==> src/rtl/mux_nx1_scan.sv <==
// Registered N:1 channel multiplexer with valid/ready handshake and manual/scan channel selection.
// Optional feature: define MUX_NX1_SCAN_PARITY_EN to add the out_par port and its parity register.
module mux_nx1_scan #(
   parameter int N    = 8,
   parameter int W    = 1,
   parameter int SELW = $clog2(N)
) (
   input  logic            clk,
   input  logic            rst,
   input  logic [N*W-1:0]  din,
   input  logic [SELW-1:0] sel,
   input  logic            mode,
   input  logic            in_valid,
   output logic            in_ready,
   output logic [W-1:0]    out_data,
   output logic [SELW-1:0] out_chan,
   output logic            out_valid,
   input  logic            out_ready,
   output logic            out_last,
`ifdef MUX_NX1_SCAN_PARITY_EN
   output logic            out_par,
`endif
   output logic            sel_err
);

   localparam logic [SELW-1:0] LAST_CHAN = SELW'(N - 1);

   function automatic logic parity_f(input logic [W-1:0] v);
      return ^v;
   endfunction

   logic [SELW-1:0] chan_s;
   logic [W-1:0]    chan_data_s;
   logic            in_range_s;
   logic            in_ready_s;
   logic            accept_s;

   logic [W-1:0]    data_q, data_d;
   logic [SELW-1:0] chan_q, chan_d;
   logic [SELW-1:0] scan_q, scan_d;
   logic            valid_q, valid_d;
   logic            last_q, last_d;
   logic            err_q, err_d;
   logic            par_q, par_d;

   // Channel source and selected input word; an out-of-range index selects nothing and yields 0.
   always_comb begin
      chan_s      = mode ? scan_q : sel;
      chan_data_s = '0;
      in_range_s  = 1'b0;
      for (int k = 0; k < N; k++) begin
         if (chan_s == SELW'(k)) begin
            chan_data_s = din[k*W +: W];
            in_range_s  = 1'b1;
         end else begin
            chan_data_s = chan_data_s;
         end
      end
      in_ready_s = rst || !valid_q || out_ready;
      accept_s   = in_valid && in_ready_s;
   end

   // Next-state: capture on accept, drop valid on a drain-only cycle, otherwise hold.
   always_comb begin
      data_d  = data_q;
      chan_d  = chan_q;
      valid_d = valid_q;
      last_d  = last_q;
      err_d   = err_q;
      par_d   = par_q;
      if (accept_s) begin
         valid_d = 1'b1;
         data_d  = chan_data_s;
         chan_d  = chan_s;
         last_d  = mode && (chan_s == LAST_CHAN);
         par_d   = parity_f(chan_data_s);
         err_d   = err_q || (!mode && !in_range_s);
      end else if (out_ready) begin
         valid_d = 1'b0;
      end else begin
         valid_d = valid_q;
      end
      // Leaving scan mode rewinds the counter so each scan pass starts at channel 0.
      if (!mode) begin
         scan_d = '0;
      end else if (accept_s) begin
         scan_d = (scan_q == LAST_CHAN) ? '0 : scan_q + SELW'(1);
      end else begin
         scan_d = scan_q;
      end
   end

   // State registers with synchronous reset; a pending sample is discarded on reset.
   always_ff @(posedge clk) begin
      if (rst) begin
         data_q  <= '0;
         chan_q  <= '0;
         scan_q  <= '0;
         valid_q <= 1'b0;
         last_q  <= 1'b0;
         err_q   <= 1'b0;
         par_q   <= 1'b0;
      end else begin
         data_q  <= data_d;
         chan_q  <= chan_d;
         scan_q  <= scan_d;
         valid_q <= valid_d;
         last_q  <= last_d;
         err_q   <= err_d;
         par_q   <= par_d;
      end
   end

   assign in_ready  = in_ready_s;
   assign out_data  = data_q;
   assign out_chan  = chan_q;
   assign out_valid = valid_q;
   assign out_last  = last_q;
   assign sel_err   = err_q;
`ifdef MUX_NX1_SCAN_PARITY_EN
   assign out_par   = par_q;
`else
   logic unused_par_s;
   assign unused_par_s = par_q;
`endif

endmodule

==> config.mk <==
export PLATFORM = sky130hd
export DESIGN_NAME = mux_nx1_scan
export DESIGN_NICKNAME = d
export VERILOG_FILES = /design/src/rtl/mux_nx1_scan.sv
export SDC_FILE = /design/constraint.sdc
export NUM_CORES = 1
export LEC_CHECK = 0
export ABC_CLOCK_PERIOD_IN_PS = 2200
export CAP_MARGIN = 20
export CORE_UTILIZATION = 37
export CTS_CLUSTER_DIAMETER = 60
export DETAILED_ROUTE_END_ITERATION = 16
export PLACE_DENSITY = 0.74
export RECOVER_POWER = 25
export SYNTH_ARGS = -nofsm -noshare
export SYNTH_HDL_FRONTEND = slang
export SYNTH_SLANG_ARGS = --single-unit
==> constraint.sdc <==
create_clock -name clk -period 2.2 [get_ports clk]
set_clock_uncertainty 0.15 [all_clocks]
set_input_delay 0.22 -clock clk [delete_from_list [all_inputs] [get_ports clk]]
set_output_delay 0.22 -clock clk [all_outputs]
set_load 0.01 [all_outputs]
Word-level counts from Yosys, hierarchy flattened --
Index checks and enable logic that the tools add are counted.
Word-level totals: bits in registers 10, output and inout port bits 8
Cells by class: add/sub/neg operators 1, equal/unequal tests 8, mux-type cells 20, bitwise operators 1, reductions and logical operators 12
Operators by type and width (number):
- 2-to-1 mux 1 bit | 18
- equality test 3 bit, second input constant | 5
- equality test 3 x 2 -> 1 bit, second input constant | 2
- 2-to-1 mux 3 bit | 2
- adder 3 x 1 -> 3 bit, second input constant | 1
- equality test 3 x 1 -> 1 bit, second input constant | 1
- logical AND 1 bit | 3
- zero test 1 bit | 3
- zero test 3 bit | 1
- logical OR 1 bit | 3
- nonzero test 2 bit | 1
- OR reduction 2 bit | 1
- NOT 1 bit | 1

Depth between registers and ports, before layout --
depth in word-level cells 13, mapped depth 6, mapped depth without buffers 4

Worst setup path before layout --
Ideal clock, no wire load.
path type register to register, start point register scan_q[1], end point register data_q (netlist: out_data), setup time 124 ps, arrival 1231 ps, setup slack 694 ps, cell stages (with the launch flop) 5, path buffers 0, clock period less this slack 1506 ps, cells stage by stage dfxtp_1 -> mux2_4 -> mux4_1 -> mux2i_1 -> a211oi_1
Between the ends: cells in the longest elaborated chain, start to end 10
Ends and longest elaborated chain:
- start, declared | RTL line 40 | logic [SELW-1:0] scan_q, scan_d;
- start signal, assigned | RTL line 106 | scan_q <= scan_d;
- 2-to-1 mux 3 bit * | RTL line 48 | chan_s = mode ? scan_q : sel;
- zero test 3 bit | RTL line 52 | if (chan_s == SELW'(k)) begin
- 2-to-1 mux 1 bit (7 in a row) | RTL line 52
- 2-to-1 mux 1 bit * | RTL line 52
- end signal, assigned | RTL line 104 | data_q <= data_d;
- end, declared | RTL line 38 | logic [W-1:0] data_q, data_d;
Mark *: on every way between the ends. The rest lies on a longest branch, timed or not. A chain may end at the register's enable or synchronous reset.

Worst setup path in the final report --
start point input rst, end point output in_ready
Between the ends: cells in the longest elaborated chain, start to end 2
Ends and longest elaborated chain:
- start, declared | RTL line 9 | input logic rst,
- logical OR 1 bit (2 in a row) | RTL line 59 | in_ready_s = rst || !valid_q || out_ready;
- end, declared | RTL line 14 | output logic in_ready,
No other way between the ends.

==> impl_metrics.tcl <==
set metrics [dict create \
    outcome "complete, no violations" \
    total_power_w 0.0004018 \
    clkTransAtPathRegs_ps 60 \
    slew_viol_final 0 \
    drc_errors 0 \
    dr_total_vias 448 \
    antenna_left 0 \
    finalHoldViolations 0 \
    cts_buffer_depth 2 \
    end_kind "output pin" \
    core.rowCount 12 \
    min_period_ps 1931 \
    grt-ovfl-total 0 \
    antenna_found_initial 0 \
    place_hpwl_um 767.7 \
    min_path_cells 2 \
    synth_area_leaders "dfxtp_1 (41%), mux4_1 (11%), nand2_1 (6.2%)" \
    grt_pass1_vias 410 \
    hold_path_class "flop to flop" \
    drv_cap 0 \
    routabilityCongestion 0.6838 \
    die_area_mm2 0.001468 \
    syn_nets 68 \
    cts_sinks 10 \
    synth_top_area_share_pct 41.03 \
    synth-seq-area-share_pct 41.03 \
    cts_buffers 3 \
    core_area_mm2 0.001171 \
    die_h_um 38.32 \
    fin_crit_sh_pct 87.77 \
    cp-start-kind "input port" \
    dr.pass1.iters 2 \
    routed_wl_um 967 \
    rsz0062_at_grt "no" \
    drt_iter0_drc 3 \
    vias_per_cell 4.978 \
    ys_types 20 \
    drive_above_1_share_pct 9.211 \
    design_area_um2 757.0 \
    avgSynthCellArea_um2 9.759 \
    dpl-instance-area_um2 740.7 \
    syn_area_um2 488.0 \
    grt_pass1_wl_um 1573 \
    post_cts_buffers 0 \
    dieWidth_um 38.32 \
    ctsRootBufferMaster "clkbuf_4" \
    leakagePower_nw 0.3078 \
    cp.required_ps 1830 \
    netlist_instances 50 \
    cp_max_fo 4 \
    post_cts_resize_count 0 \
    fin_setup_tns_ps 0 \
    slew_headroom_pct 71.79 \
    grt_max_degree 10 \
    area_growth_pct 55.13 \
    grt_usage_pct 16.67 \
    yosysTopAreaCell "dfxtp_1" \
    r2r_cells 4 \
    io_pins 24 \
    wl_per_cell_um 10.74 \
    start_util_pct 41.67 \
    cts_tree "built" \
    htree_levels 1 \
    finalNetCount 96 \
    n_antenna_cell 0 \
    worstMarginPinSlew_ps 422.9 \
    yosysWarnings 0 \
    arrival_ps 1560 \
    ctsHoldBuffers 0 \
    powerDensity_mw_per_mm2 530.7 \
    crit_type "input port to output pin" \
    ys_ff_latch 10 \
    ir_drop_v 0.0002887 \
    io_buffers 23 \
    setup_viol 0 \
    clk_latency_ps 260 \
    max_clock_freq_ghz 0.5179 \
    finish.utilization_pct 64.64 \
]
[layer usage]
layer | global-route usage [%] | wire length, um
met5 | 0 | 0
met4 | 10.71 | 21
met3 | 5.233 | 60
met2 | 29.24 | 481
met1 | 16.67 | 403
[flip-flops by register name, summed over array words and instances, names as in the netlist]
name,flops
sel_err,1
out_chan,3
scan_q,3
out_last,1
out_data,1
out_valid,1
[power by group]
part | leakage [nW] | total [W] | internal, W | switching [W]
sequential | 0.0820 | 0.000194 | 0.000189 | 0.00000474
combinational | 0.212 | 0.0000833 | 0.0000546 | 0.0000287
clock | 0.0138 | 0.000124 | 0.0000632 | 0.0000612
total | 0.308 | 0.000402 | 0.000307 | 0.0000947
[synth_stat cells]
library cell  count
inv_1             1
nor3_1            2
mux2i_1           2
or2b_1            1
o21ai_0           1
nand2_1           8
and2_1            1
ha_1              2
nor2b_1           1
mux2_2            1
and4_2            1
dfxtp_1          10
a21oi_1           4
nor2_1            6
mux2_4            1
or3b_4            1
buf_2             2
a211oi_1          2
or3_1             1
mux4_1            2
[placed cells by master (no fill, tap or decap), drive strengths merged]
master / count
a21oi: 4
or3b: 1
or2b: 1
nor3: 2
o21ai: 1
and4: 1
clkbuf: 4
mux2i: 2
a211oi: 2
nor2b: 1
nor2: 6
dfxtp: 10
inv: 1
buf: 1
and2: 1
mux2: 2
nand2: 8
or3: 1
mux4: 2
clkdlybuf4s50: 23
ha: 2
[worst max-delay path, cell delays in order]
cell             delay (ps)
clkdlybuf4s50_1         420
or3b_1                  430
clkdlybuf4s50_1         490
[stage by stage]
stage / std cells / setup WS, ps / hold slack [ps]
2_1_floorplan: 50 / 694.4 / 204.0
3_3_place_gp: 87 / 224.2 / 292.9
3_5_place_dp: 87 / 194.7 / 296.7
4_1_cts: 90 / 275.7 / 304.2
5_1_grt: 90 / 204.2 / 327.3
6_report: 90 / 269.0 / 300.3
[worst paths after layout]
kind                                              from                    end  slack [ps]
worst max register to register  scan_q[1]$_SDFFE_PP0P_  out_data$_SDFFE_PP0P_         600
worst max-delay path                               rst               in_ready         270
worst min register to register   out_last$_SDFFE_PP0P_  out_last$_SDFFE_PP0P_         300
worst min-delay path             out_last$_SDFFE_PP0P_  out_last$_SDFFE_PP0P_         300
[final cells by class]
type | instances | area [um2]
inverters | 1 | 3.754
fillers | 107 | 414.1
clock buffers | 3 | 22.52
flip-flops and latches | 10 | 200.2
well taps | 14 | 17.52
multi-input cells | 37 | 271.5
repair buffers | 25 | 241.5
[logic make-up (layout without fill, tap and decap cells)]
kind of cell / count (synthesis) / after routing / share of synthesized area, %
AND/OR/NAND/NOR: 22 / 22 / 22.57
flip-flops: 10 / 10 / 41.03
AO/OA/AOI/OAI: 7 / 7 / 8.203
multiplexers: 6 / 6 / 20.26
buffers and inverters: 3 / 29 / 2.820
adder cells (fa/ha/maj): 2 / 2 / 5.127
No activity file was read; power rests on OpenSTA's default activity.
